File: config.mk
export PLATFORM = sky130hd
export DESIGN_NAME = voq_dequeue_sched_flat
export DESIGN_NICKNAME = d
export VERILOG_FILES = /design/src/rtl/voq_dequeue_sched_pkg.sv /design/src/rtl/voq_dequeue_sched_if.sv /design/src/rtl/voq_dequeue_sched_rr_arbiter.sv /design/src/rtl/voq_dequeue_sched.sv /design/src/flat_wrapper.sv
export SDC_FILE = /design/constraint.sdc
export NUM_CORES = 1
export LEC_CHECK = 0
export CAP_MARGIN = 20
export CELL_PAD_IN_SITES_DETAIL_PLACEMENT = 1
export CELL_PAD_IN_SITES_GLOBAL_PLACEMENT = 1
export CORE_ASPECT_RATIO = 1.75
export CORE_UTILIZATION = 33
export CTS_CLUSTER_SIZE = 20
export DETAILED_ROUTE_END_ITERATION = 6
export GPL_ROUTABILITY_DRIVEN = 0
export GPL_TIMING_DRIVEN = 0
export HOLD_SLACK_MARGIN = 0.05
export PLACE_DENSITY = 0.86
export SLEW_MARGIN = 20
export SYNTH_ARGS = -nofsm -noshare
export SYNTH_HDL_FRONTEND = slang
export SYNTH_SLANG_ARGS = --single-unit
File: constraint.sdc
create_clock -name clk -period 6.4 [get_ports clk]
set_clock_uncertainty 0.05 [all_clocks]
set_input_delay 0.96 -clock clk [delete_from_list [all_inputs] [get_ports clk]]
set_output_delay 0.96 -clock clk [all_outputs]
set_load 0.02 [all_outputs]
File: src/rtl/voq_dequeue_sched_pkg.sv
// Shared definitions for the VOQ dequeue scheduler: queue count, FSM state
// encoding, timeout counter width and a round-robin pointer helper.
// Optional feature macro used by the design: VOQ_DEQ_TIMEOUT_EN.
package voq_dequeue_sched_pkg;

   // Number of destination queues, shared with the packet counters
   localparam int PORT_NUB_TOTAL = 4;

   // Stall counter width; must be able to hold TIMEOUT_CYC-1
   localparam int TIMEOUT_W = 8;

   typedef enum logic [1:0] {
      ST_IDLE   = 2'd0,
      ST_GRANT  = 2'd1,
      ST_XFER   = 2'd2,
      ST_SETTLE = 2'd3
   } deq_state_t;

   // Index following idx, wrapping from n-1 back to 0
   function automatic int rr_next(input int idx, input int n);
      return (idx >= n - 1) ? 0 : idx + 1;
   endfunction

endpackage

File: src/rtl/voq_dequeue_sched_if.sv
// Memory-read and egress beat channels of the VOQ dequeue scheduler.
// master = scheduler side, slave = memory/egress side.
interface voq_dequeue_sched_if
   import voq_dequeue_sched_pkg::*;
#(
   parameter int WIDTH_SEL  = $clog2(PORT_NUB_TOTAL),
   parameter int WIDTH_DATA = 32
);

   logic                  mem_valid;
   logic [WIDTH_DATA-1:0] mem_data;
   logic                  mem_last;
   logic                  mem_ready;

   logic                  out_valid;
   logic [WIDTH_DATA-1:0] out_data;
   logic                  out_last;
   logic [WIDTH_SEL-1:0]  out_port;
   logic                  out_ready;

   modport master (
      input  mem_valid, mem_data, mem_last, out_ready,
      output mem_ready, out_valid, out_data, out_last, out_port
   );

   modport slave (
      output mem_valid, mem_data, mem_last, out_ready,
      input  mem_ready, out_valid, out_data, out_last, out_port
   );

endinterface

File: src/rtl/voq_dequeue_sched_rr_arbiter.sv
// Combinational round-robin arbiter: picks the first set request bit at or
// after ptr, wrapping from N-1 to 0. Returns a one-hot grant and its index.
// Kept generic so the output scheduler can reuse it.
module rr_arbiter #(
   parameter int N = 4,
   parameter int W = 2
) (
   input  logic [N-1:0] req,
   input  logic [W-1:0] ptr,
   output logic [N-1:0] grant,
   output logic [W-1:0] idx
);

   logic [W:0]   pos;
   logic         found;

   // Walk the request vector starting at ptr and take the first hit
   always_comb begin
      grant = '0;
      idx   = '0;
      found = 1'b0;
      pos   = '0;
      for (int i = 0; i < N; i++) begin
         pos = {1'b0, ptr} + (W+1)'(i);
         if (pos >= (W+1)'(N)) begin
            pos = pos - (W+1)'(N);
         end
         if (!found && req[pos[W-1:0]]) begin
            found              = 1'b1;
            grant[pos[W-1:0]]  = 1'b1;
            idx                = pos[W-1:0];
         end
      end
   end

endmodule

File: src/rtl/voq_dequeue_sched.sv
// VOQ dequeue scheduler: round-robin selects a non-empty, ready queue,
// requests its head packet from shared memory, streams the beats to egress
// through a one-entry output register and returns a counter decrement when
// the last beat is accepted.
// Optional macro VOQ_DEQ_TIMEOUT_EN adds a starvation timeout that drops the
// packet and raises timeout_err.
module voq_dequeue_sched
   import voq_dequeue_sched_pkg::*;
#(
   parameter int PORT_NUB    = PORT_NUB_TOTAL,
   parameter int WIDTH_SEL   = $clog2(PORT_NUB_TOTAL),
   parameter int WIDTH_DATA  = 32
`ifdef VOQ_DEQ_TIMEOUT_EN
  ,parameter int TIMEOUT_CYC = 255
`endif
) (
   input  logic                 clk,
   input  logic                 rst_n,
   input  logic [PORT_NUB-1:0]  cnt_eq_zero,
   input  logic [PORT_NUB-1:0]  port_ready,
   output logic                 rd_req,
   output logic [WIDTH_SEL-1:0] rd_port,
   voq_dequeue_sched_if.master  bus,
   output logic [WIDTH_SEL-1:0] minus_sel,
   output logic                 cnt_minus,
`ifdef VOQ_DEQ_TIMEOUT_EN
   output logic                 timeout_err,
`endif
   output logic                 busy
);

   deq_state_t            state, state_nx;
   logic [WIDTH_SEL-1:0]  cur_port, rr_ptr, arb_idx;
   logic [PORT_NUB-1:0]   req, arb_grant;
   logic                  any_req, mem_ready_c, beat_acc, done, timeout_hit;

   logic                  out_valid_q, out_last_q;
   logic [WIDTH_DATA-1:0] out_data_q;
   logic [WIDTH_SEL-1:0]  out_port_q;

   assign req     = ~cnt_eq_zero & port_ready;
   assign any_req = |arb_grant;

   rr_arbiter #(.N(PORT_NUB), .W(WIDTH_SEL)) u_arb (
      .req   (req),
      .ptr   (rr_ptr),
      .grant (arb_grant),
      .idx   (arb_idx)
   );

   // A memory beat is taken only in XFER and only if the output slot frees up
   assign mem_ready_c = (state == ST_XFER) && (!out_valid_q || bus.out_ready);
   assign beat_acc    = bus.mem_valid && mem_ready_c;
   assign done        = (beat_acc && bus.mem_last) || timeout_hit;

`ifdef VOQ_DEQ_TIMEOUT_EN
   logic [TIMEOUT_W-1:0] stall_cnt;

   assign timeout_hit = mem_ready_c && !bus.mem_valid &&
                        (stall_cnt == TIMEOUT_W'(TIMEOUT_CYC - 1));
   assign timeout_err = timeout_hit;

   // Count cycles the scheduler waits on memory; restart on each beat and per packet
   always_ff @(posedge clk or negedge rst_n) begin
      if (!rst_n) begin
         stall_cnt <= '0;
      end else if (state != ST_XFER || beat_acc) begin
         stall_cnt <= '0;
      end else if (mem_ready_c && !bus.mem_valid) begin
         stall_cnt <= stall_cnt + 1'b1;
      end
   end
`else
   assign timeout_hit = 1'b0;
`endif

   // State register
   always_ff @(posedge clk or negedge rst_n) begin
      if (!rst_n) begin
         state <= ST_IDLE;
      end else begin
         state <= state_nx;
      end
   end

   // Next-state logic: IDLE -> GRANT -> XFER -> SETTLE -> IDLE
   always_comb begin
      state_nx = state;
      case (state)
         ST_IDLE:   if (any_req) state_nx = ST_GRANT;
         ST_GRANT:  state_nx = ST_XFER;
         ST_XFER:   if (done) state_nx = ST_SETTLE;
         ST_SETTLE: state_nx = ST_IDLE;
         default:   state_nx = ST_IDLE;
      endcase
   end

   // Latch the granted queue and advance the round-robin pointer past it on completion
   always_ff @(posedge clk or negedge rst_n) begin
      if (!rst_n) begin
         cur_port <= '0;
         rr_ptr   <= '0;
      end else begin
         if (state == ST_IDLE && any_req) begin
            cur_port <= arb_idx;
         end
         if (done) begin
            rr_ptr <= WIDTH_SEL'(rr_next(int'(cur_port), PORT_NUB));
         end
      end
   end

   // One-entry egress register; may still hold the last beat after the packet ends
   always_ff @(posedge clk or negedge rst_n) begin
      if (!rst_n) begin
         out_valid_q <= 1'b0;
         out_data_q  <= '0;
         out_last_q  <= 1'b0;
         out_port_q  <= '0;
      end else if (beat_acc) begin
         out_valid_q <= 1'b1;
         out_data_q  <= bus.mem_data;
         out_last_q  <= bus.mem_last;
         out_port_q  <= cur_port;
      end else if (bus.out_ready) begin
         out_valid_q <= 1'b0;
      end
   end

   assign bus.mem_ready = mem_ready_c;
   assign bus.out_valid = out_valid_q;
   assign bus.out_data  = out_data_q;
   assign bus.out_last  = out_last_q;
   assign bus.out_port  = out_port_q;

   assign rd_req    = (state == ST_GRANT);
   assign rd_port   = cur_port;
   assign cnt_minus = done;
   assign minus_sel = done ? cur_port : '0;
   assign busy      = (state != ST_IDLE);

endmodule
File: src/flat_wrapper.sv
// flat-port wrapper written by rule: the top's interface ports become plain ports
module voq_dequeue_sched_flat import voq_dequeue_sched_pkg::*;
#(
   parameter int PORT_NUB    = PORT_NUB_TOTAL,
   parameter int WIDTH_SEL   = $clog2(PORT_NUB_TOTAL),
   parameter int WIDTH_DATA  = 32

)
  (clk, rst_n, cnt_eq_zero, port_ready, rd_req, rd_port, minus_sel, cnt_minus, busy, bus_mem_valid, bus_mem_data, bus_mem_last, bus_out_ready, bus_mem_ready, bus_out_valid, bus_out_data, bus_out_last, bus_out_port);
  voq_dequeue_sched_if #(.WIDTH_SEL(WIDTH_SEL), .WIDTH_DATA(WIDTH_DATA)) bus_i ();
  input  logic clk;
  input  logic rst_n;
  input  logic [PORT_NUB-1:0] cnt_eq_zero;
  input  logic [PORT_NUB-1:0] port_ready;
  output logic rd_req;
  output logic [WIDTH_SEL-1:0] rd_port;
  output logic [WIDTH_SEL-1:0] minus_sel;
  output logic cnt_minus;
  output logic busy;
  input wire logic [$bits(bus_i.mem_valid)-1:0] bus_mem_valid;
  input wire logic [$bits(bus_i.mem_data)-1:0] bus_mem_data;
  input wire logic [$bits(bus_i.mem_last)-1:0] bus_mem_last;
  input wire logic [$bits(bus_i.out_ready)-1:0] bus_out_ready;
  output wire logic [$bits(bus_i.mem_ready)-1:0] bus_mem_ready;
  output wire logic [$bits(bus_i.out_valid)-1:0] bus_out_valid;
  output wire logic [$bits(bus_i.out_data)-1:0] bus_out_data;
  output wire logic [$bits(bus_i.out_last)-1:0] bus_out_last;
  output wire logic [$bits(bus_i.out_port)-1:0] bus_out_port;
  assign bus_i.mem_valid = bus_mem_valid;
  assign bus_i.mem_data = bus_mem_data;
  assign bus_i.mem_last = bus_mem_last;
  assign bus_i.out_ready = bus_out_ready;
  assign bus_mem_ready = bus_i.mem_ready;
  assign bus_out_valid = bus_i.out_valid;
  assign bus_out_data = bus_i.out_data;
  assign bus_out_last = bus_i.out_last;
  assign bus_out_port = bus_i.out_port;
  voq_dequeue_sched #(.PORT_NUB(PORT_NUB), .WIDTH_SEL(WIDTH_SEL), .WIDTH_DATA(WIDTH_DATA)) u_core (.clk(clk), .rst_n(rst_n), .cnt_eq_zero(cnt_eq_zero), .port_ready(port_ready), .rd_req(rd_req), .rd_port(rd_port), .bus(bus_i), .minus_sel(minus_sel), .cnt_minus(cnt_minus), .busy(busy));
endmodule
==> out/results.tsv, run 1 <==
stage	metric	value	unit
power_and_ir_drop	Leak	1.50	nW
floorplan	Die Ht	107	um
logic_synthesis	Mapped Area	2060	um^2
flow_run	max_cap viols	0	
timing	fin crit share	60.1	%
timing	final hold slack	0.433	ns
clock_network	Post-CTS Setup Inserts	0	
logic_synthesis	Yosys top cell area share	51.0	%
logic_synthesis	largest area contributor in the netlist	dfrtp_1	
floorplan	# rows	37	
cells_and_area	finished layout cell area	3130	um^2
logic_synthesis	Seq cells post-synth	42	
run_status	status	finished clean	
critical_path	critical path class	in2out	
logic_synthesis	Seq/Total Area, Yosys	51.0	%
timing	count of final max-slew check failures	0	
routing	drt wl/cell	14.6	um
logic_synthesis	ys flop type	dfrtp_1	
clock_network	htree depth	2	
placement	setup slack after placement	2.52	ns
critical_path	CP Launch Point	bus_out_ready	
logic_synthesis	Mapped Nets	284	
critical_path	arrival time worst endpoint	2.84	ns
logic_synthesis	Synth Instances	226	
placement	PortBufs	88	
floorplan	DIE WIDTH	61.8	um
timing	unrepaired setup endpoints after global routing	no	
global_route	antenna violations before repair	0	
logic_synthesis	Syn. warnings	0	
floorplan	die footprint	6580	um^2
critical_path	worst-path maximum fanout	7	
power_and_ir_drop	Pwr per Cell Area	469	nW/um^2
cells_and_area	most frequent cells in the layout	nand2_1, clkdlybuf4s50_1, dfrtp_1	
logic_synthesis	post-synth cell types	32	
routing	vias	1934	
timing	Max transition margin	64.9	%
routing	post-route ant nets	0	
power_and_ir_drop	Max IR drop VDD	0.255	mV
critical_path	Worst R2R Start	u_core.rr_ptr[0]$_DFFE_PN0P_	
timing	Final WS setup	2.55	ns
floorplan	io pins	89	
routing	Starting DRT DRC Count	33	
timing	final hold violations	0	
clock_network	clk root buf	clkbuf_8	
routing	Remaining DRCs	0	
cells_and_area	post-route insts no fill	400	
cells_and_area	most common cell after layout, fill and taps aside	nand2_1	
cells_and_area	share of layout cells above drive strength 1	5.28	%
logic_synthesis	Synth Area per Inst	9.12	um^2
timing	Setup TNS Final	0	ns
global_route	first-pass GRT wire length	9600	um
routing	Routed WL	5850	um
timing	Peak Freq	0.260	GHz
clock_network	Num Clock Sinks	42	
clock_network	TritonCTS buffer count	5	
cells_and_area	n_diodes	0	
logic_synthesis	ys async rst share	100	%
critical_path	Worst EP required	5.39	ns
logic_synthesis	Synth area leaders	dfrtp_1, nand2_1, ha_1	
clock_network	TritonCTS clock tree	done	
timing	fin crit period	3.85	ns
floorplan	Initial Util	34.5	%
cells_and_area	Area Overhead vs Synth	52.0	%
cells_and_area	Fillers	693	
clock_network	CTS-repair resized insts	0	
worst_hold_path	min-delay src	u_core.bus.out_data[28]$_DFFE_PN0P_	
timing	final setup violating endpoints	0	
critical_path	Worst setup EP type	output port	
clock_network	CTS clk-pin slew, worst paths	0.07	ns
clock_network	CTS Hold Bufs	0	
global_route	grt ovf	0	
critical_path	crit start category	input port	
placement	placed wire-length estimate	4710	um
clock_network	clock buffer depth	2	
placement	post-placement cell count	393	
cells_and_area	fin nets	380	
logic_synthesis	EDFF count, synth	0	
global_route	largest net degree at the start of global routing	32	
clock_network	later-pin clock latency in the skew report	0.28	ns
placement	post-placement cell area	3060	um^2
global_route	All-Layer GR Usage	19.5	%
global_route	vias in the first global route	2122	
timing	Tightest Pin Transition	0.526	ns
worst_hold_path	Hold WC Path Type	reg2reg	
routing	number of vias per cell	4.84	
routing	Pre-antenna DRT Iters	4	
floorplan	CORE AREA	5970	um^2
-- critical path, stage by stage --
cell and delay (ns):
clkdlybuf4s50_1 0.45, nand2b_1 0.16, and3_1 0.17, clkbuf_1 0.29, and3_1 0.21, clkdlybuf4s50_1 0.59
-- flip-flops by register name (all words and copies together), names as in the netlist --
register / cells
u_core.bus.out_data: 32
u_core.bus.out_port: 2
u_core.rd_port: 2
u_core.rr_ptr: 2
u_core.state: 2
u_core.bus.out_last: 1
u_core.bus.out_valid: 1
-- synth_stat cells, drive strengths merged, types with 2 or more instances --
cell type,count
o211ai,2
nor2b,5
or4,2
dfrtp,42
ha,13
nand2b,5
and3,2
inv,7
nand2,109
a221o,2
nand3,3
a32oi,2
clkbuf,7
and2,2
a21oi,2
o2111ai,2
mux4,2
mux2i,2
o21ai,5
-- final cells by class --
cell class	count	area (um^2)	area share (%)
Clock buffer	5	68.8	2.20
Tap cell	78	97.6	3.11
Clock inverter	2	10.0	0.319
Buffer	8	33.8	1.08
Sequential cell	42	1050	33.5
Inverter	7	28.8	0.918
Multi-Input combinational cell	169	948	30.3
Timing Repair Buffer	89	896	28.6
-- where the power goes --
group,internal [W],leakage (nW),total (W),switching [W]
clock network,0.0000733,0.0438,0.000161,0.0000874
registers,0.000390,0.525,0.000469,0.0000790
logic,0.000381,0.927,0.000841,0.000460
total,0.000844,1.50,0.00147,0.000627
-- per-layer routing --
layer  track usage, %  part of all wire (%)
met3             4.22                   5.1
met4             6.51                   2.5
met2             36.2                    55
met5                0                     0
met1             20.5                    37
-- final timing paths --
check,to,slack [ns],depth (start not counted)
min,u_core.bus.out_data[28]$_DFFE_PN0P_,0.43,2
min in group asynchronous,u_core.bus.out_data[5]$_DFFE_PN0P_,0.50,1
max reg2reg,u_core.rd_port[1]$_DFFE_PN0P_,3.94,7
max in group asynchronous,u_core.bus.out_port[1]$_DFFE_PN0P_,5.32,2
max,minus_sel[1],2.55,6
min reg2reg,u_core.bus.out_data[28]$_DFFE_PN0P_,0.43,2
-- metrics by stage --
stage                     total power (W)  utilization (%)
after floorplan                  0.000936                -
after global placement            0.00129             50.9
after detailed placement          0.00133             51.2
after CTS                         0.00149             52.5
after global routing              0.00159             52.5
final                             0.00147             52.5
-- cells by family (layout without fill, tap and decap cells) --
logic type	after synthesis	count (layout)	synth area share (%)
AOI/OAI and AO/OA	19	19	7.65
and+or+nand+nor	132	132	26.8
DFF	42	42	51.0
adders and majority gates	13	13	7.89
buffers and inverters	15	111	3.03
muxes	5	5	3.70
No activity file was read; power rests on OpenSTA's default activity.
==> run 2, diff against run 1 <==
Settings changed: CORE_UTILIZATION 33 to 27, PLACE_DENSITY 0.86 to 0.75.
Clock period 6.4 ns to 3.1 ns, I/O delays scaled along.
==> out/results.tsv, run 2 (same netlist as run 1, synthesis figures left out) <==
stage	metric	value	unit
routing	Routed WL	6050	um
run_status	status	finished clean	
floorplan	DIE WIDTH	68.1	um
global_route	vias in the first global route	2109	
clock_network	Num Clock Sinks	42	
critical_path	Slowest-stage cell, CP	clkdlybuf4s50_1	
timing	unrepaired setup endpoints after global routing	no	
critical_path	FF-to-FF path depth	7	
clock_network	TritonCTS buffer count	5	
cells_and_area	Area Overhead vs Synth	55.6	%
placement	placed wire-length estimate	4770	um
cells_and_area	max reg flops	32	
power_and_ir_drop	Pwr per Cell Area	1000	nW/um^2
routing	post-route ant nets	0	
critical_path	crit start category	flop	
timing	Max transition margin	68.1	%
cells_and_area	fin nets	379	
timing	count of final max-slew check failures	0	
routing	Remaining DRCs	0	
floorplan	io pins	89	
routing	Pre-antenna DRT Iters	4	
clock_network	CTS Hold Bufs	0	
flow_run	max_cap viols	0	
clock_network	later-pin clock latency in the skew report	0.28	ns
routing	Starting DRT DRC Count	76	
cells_and_area	n_diodes	0	
floorplan	Initial Util	28.3	%
cells_and_area	most common cell after layout, fill and taps aside	nand2_1	
critical_path	Worst EP required	2.58	ns
timing	final hold violations	0	
critical_path	Worst setup EP type	output port	
timing	Setup TNS Final	0	ns
timing	Tightest Pin Transition	0.479	ns
routing	number of vias per cell	4.65	
critical_path	Worst R2R Start	u_core.rr_ptr[0]$_DFFE_PN0P_	
critical_path	Worst path max stage delay	0.65	ns
timing	fin crit share	91.3	%
critical_path	crit-path cells	inv_1 -> ha_1 -> nand4_1 -> inv_1 -> clkdlybuf4s50_1	
clock_network	CTS-repair resized insts	0	
routing	vias	1897	
clock_network	htree depth	2	
floorplan	# rows	41	
critical_path	crit-path most repeated cell	inv_1	
power_and_ir_drop	Leak	1.53	nW
cells_and_area	share of layout cells above drive strength 1	5.28	%
global_route	grt ovf	0	
global_route	largest net degree at the start of global routing	26	
global_route	first-pass GRT wire length	10000	um
critical_path	worst-path maximum fanout	7	
critical_path	terminus of the critical flop-to-flop path	u_core.rd_port[1]$_DFFE_PN0P_	
power_and_ir_drop	Tot Pwr	0.00321	W
clock_network	clock buffer depth	2	
placement	PortBufs	88	
cells_and_area	most frequent cells in the layout	nand2_1, clkdlybuf4s50_1, dfrtp_1	
critical_path	arrival time worst endpoint	2.31	ns
cells_and_area	Fillers	854	
floorplan	Die Ht	118	um
timing	Peak Freq	0.353	GHz
timing	fin crit period	2.83	ns
global_route	antenna violations before repair	0	
timing	final setup violating endpoints	0	
critical_path	critical path class	reg2out	
floorplan	CORE AREA	7280	um^2
clock_network	TritonCTS clock tree	done	
power_and_ir_drop	Max IR drop VDD	0.379	mV
clock_network	Post-CTS Setup Inserts	0	
clock_network	clk root buf	clkbuf_16	
global_route	All-Layer GR Usage	16.6	%
worst_hold_path	Hold WC Path Type	in2async	
routing	drt wl/cell	14.8	um
clock_network	CTS clk-pin slew, worst paths	0.06	ns
floorplan	die footprint	8000	um^2
critical_path	Worst R2R Setup Slack	0.63	ns
## run 2: cell types whose count changed in the layout (fill, tap and decap cells not counted)
cell | before | now
clkbuf_16 | 0 | 5
clkbuf_8 | 5 | 1
clkinv_2 | 2 | 1
## run 2: worst max-delay path by stage
stage / slack (ns) / depth (start not counted) / end / from
3_5_place_dp: 0.21 / 6 / minus_sel[1] / bus_out_ready
2_1_floorplan: 0.83 / 7 / u_core.rd_port[1]$_DFFE_PN0P_ / u_core.rr_ptr[0]$_DFFE_PN0P_
4_1_cts: 0.12 / 6 / minus_sel[1] / u_core.state[0]$_DFFE_PN0P_
5_1_grt: 0.08 / 5 / cnt_minus / u_core.state[0]$_DFFE_PN0P_
6_report: 0.27 / 5 / cnt_minus / u_core.state[0]$_DFFE_PN0P_
3_3_place_gp: 0.25 / 6 / minus_sel[1] / bus_out_ready
## run 2: critical path, delay by kind of cell (launching register included)
family,cells,cell delay [ns]
adder cells (fa/ha/maj),1,0.32
buffers and inverters,3,1.01
flip-flops,1,0.37
AND/OR/NAND/NOR,1,0.33
## run 2: metal layers
metal | global-route usage (%) | vias to the layer above | share of wire [%]
met2 | 31.8 | 50 | 58
met5 | 0 | - | 0
li1 | - | 919 | -
met3 | 3.39 | 6 | 4.7
met1 | 16.5 | 922 | 36
met4 | 5.34 | 0 | 1.4
## run 2: area by class of cell
type	count	area [um^2]	area share (%)
multi-input combinational	169	948	29.6
clock buffer	7	143	4.44
buffer	7	30.0	0.936
tap	86	108	3.35
clock inverter	1	5.00	0.156
sequential	42	1050	32.7
timing repair buffer	89	896	27.9
inverter	7	28.8	0.897
## run 2: metrics by stage
stage	hold WS [ns]	setup slack, ns	util (%)	cells	instance area, um^2
final	0.0780	0.270	44.1	408	3210
after global routing	0.102	0.0812	44.1	408	3210
after CTS	0.0786	0.117	44.1	409	3210
after detailed placement	0.386	0.215	42.1	401	3070
after global placement	0.408	0.247	41.9	400	3050
after floorplan	0.119	0.826	-	226	2060
## run 2: power breakdown
group	total (W)	switching (W)	internal (W)
Clock	0.000523	0.000203	0.000319
Combinational	0.00171	0.000930	0.000784
Sequential	0.000975	0.000169	0.000806
==> run 3, diff against run 2 <==
Settings changed: GPL_TIMING_DRIVEN 0 to default.
==> out/results.tsv, run 3 (same netlist as run 1, synthesis figures left out) <==
stage	metric	value	unit
run_status	status	finished clean	
placement	PortBufs	88	
routing	post-route ant nets	0	
timing	Tightest Pin Transition	0.962	ns
timing	unrepaired setup endpoints after global routing	no	
cells_and_area	most frequent cells in the layout	nand2_1, clkdlybuf4s50_1, dfrtp_1	
timing	Final WS setup	0.366	ns
cells_and_area	share of layout cells above drive strength 1	4.76	%
timing	final hold violations	0	
critical_path	Worst R2R Setup Slack	0.60	ns
clock_network	Post-CTS Setup Inserts	0	
critical_path	critical path class	reg2out	
critical_path	worst-path maximum fanout	7	
clock_network	clk root buf	clkbuf_16	
placement	setup slack after placement	0.368	ns
clock_network	TritonCTS clock tree	done	
global_route	grt ovf	0	
floorplan	Initial Util	28.3	%
critical_path	Worst setup EP type	output port	
power_and_ir_drop	Comb pwr share	53.5	%
floorplan	DIE WIDTH	68.1	um
critical_path	arrival time worst endpoint	2.22	ns
global_route	vias in the first global route	2079	
clock_network	later-pin clock latency in the skew report	0.28	ns
timing	Setup TNS Final	0	ns
floorplan	CORE AREA	7280	um^2
cells_and_area	final core utilization	43.4	%
routing	Remaining DRCs	0	
critical_path	Slowest-stage cell, CP	clkdlybuf4s50_1	
routing	Routed WL	5890	um
worst_hold_path	Hold WC Path Type	in2async	
floorplan	Die Ht	118	um
critical_path	CP Launch Point	u_core.state[0]$_DFFE_PN0P_	
critical_path	WP buf/inv	3	
timing	Max transition margin	35.8	%
power_and_ir_drop	sw power	0.00129	W
critical_path	Worst EP required	2.58	ns
critical_path	crit start category	flop	
power_and_ir_drop	Net Sw Frac	40.7	%
timing	final hold slack	0.287	ns
placement	placed wire-length estimate	4390	um
cells_and_area	post-route insts no fill	401	
power_and_ir_drop	Leak	1.50	nW
floorplan	# rows	41	
power_and_ir_drop	Pwr per Cell Area	1000	nW/um^2
floorplan	die footprint	8000	um^2
flow_run	max_cap viols	0	
clock_network	htree depth	2	
power_and_ir_drop	clock power share	15.4	%
cells_and_area	fin nets	373	
power_and_ir_drop	Reg power frac	31.1	%
critical_path	CP delay by family, top	buffers and inverters	
critical_path	Worst path max stage delay	0.63	ns
critical_path	crit-path most repeated cell	inv_1	
timing	fin crit share	88.2	%
critical_path	terminus of the critical flop-to-flop path	u_core.rd_port[1]$_DFFE_PN0P_	
global_route	antenna violations before repair	0	
placement	post-placement cell count	394	
clock_network	Num Clock Sinks	42	
cells_and_area	Area Overhead vs Synth	53.2	%
clock_network	TritonCTS buffer count	5	
routing	number of vias per cell	4.70	
critical_path	Worst R2R Start	u_core.rr_ptr[0]$_DFFE_PN0P_	
critical_path	CP Depth	5	
timing	Peak Freq	0.366	GHz
critical_path	FF-to-FF path depth	6	
power_and_ir_drop	internal power	0.00188	W
critical_path	crit-path cells	inv_1 -> ha_1 -> nand4_1 -> inv_1 -> clkdlybuf4s50_1	
routing	vias	1883	
clock_network	CTS Hold Bufs	0	
global_route	largest net degree at the start of global routing	43	
routing	Starting DRT DRC Count	40	
clock_network	CTS-repair resized insts	0	
timing	count of final max-slew check failures	0	
global_route	All-Layer GR Usage	16.1	%
cells_and_area	n_diodes	0	
clock_network	clock buffer depth	2	
global_route	first-pass GRT wire length	9620	um
timing	fin crit period	2.73	ns
cells_and_area	max reg flops	32	
power_and_ir_drop	Max IR drop VDD	0.391	mV
clock_network	CTS clk-pin slew, worst paths	0.06	ns
timing	final setup violating endpoints	0	
floorplan	io pins	89	
routing	Pre-antenna DRT Iters	4	
cells_and_area	most common cell after layout, fill and taps aside	nand2_1	
routing	drt wl/cell	14.7	um
-- run 3: cell count changes in the layout (fill, tap and decap cells not counted), sizes merged --
cell | before | now
clkbuf | 13 | 7
clkinv | 1 | 0
-- run 3: worst reg2reg max path: stages (launching register included) --
cell,delay (ns)
dfrtp_1,0.61
inv_4,0.13
ha_1,0.22
or4_1,0.60
and2_1,0.23
a32oi_2,0.21
mux2_1,0.34
-- run 3: metrics by stage --
stage	instance area (um^2)	power, W
after floorplan	2060	0.00193
after global placement	3030	0.00268
after detailed placement	3030	0.00272
after CTS	3160	0.00323
after global routing	3160	0.00341
final	3160	0.00317
-- run 3: layout make-up --
cell class / instances / area [um^2]
fillers: 865 / 4130
clock buffers: 7 / 133
flip-flops and latches: 42 / 1050
well taps: 86 / 108
repair buffers: 90 / 891
inverters: 7 / 28.8
multi-input cells: 169 / 948
-- run 3: worst max-delay path by stage --
stage	slack, ns	end
6_report	0.37	cnt_minus
5_1_grt	0.16	cnt_minus
4_1_cts	0.33	cnt_minus
3_5_place_dp	0.37	cnt_minus
3_3_place_gp	0.43	cnt_minus
2_1_floorplan	0.83	u_core.rd_port[1]$_DFFE_PN0P_
-- run 3: power by group through the flow --
stage                     Sequential [W]  Combinational [W]  Clock, W
after global placement          0.000986            0.00169         0
after floorplan                  0.00123           0.000698         0
after global routing             0.00102            0.00186  0.000526
after CTS                       0.000991            0.00173  0.000508
after detailed placement        0.000997            0.00172         0
final                           0.000984            0.00170  0.000488
-- run 3: routing by layer --
| metal | global-route usage [%] | vias to the layer above | wire (um) |
|---|---|---|---|
| met2 | 30.1 | 52 | 3360 |
| li1 | - | 904 | - |
| met3 | 4.17 | 9 | 287 |
| met1 | 15.6 | 918 | 2110 |
| met4 | 6.12 | 0 | 126 |
| met5 | 0 | - | 0 |
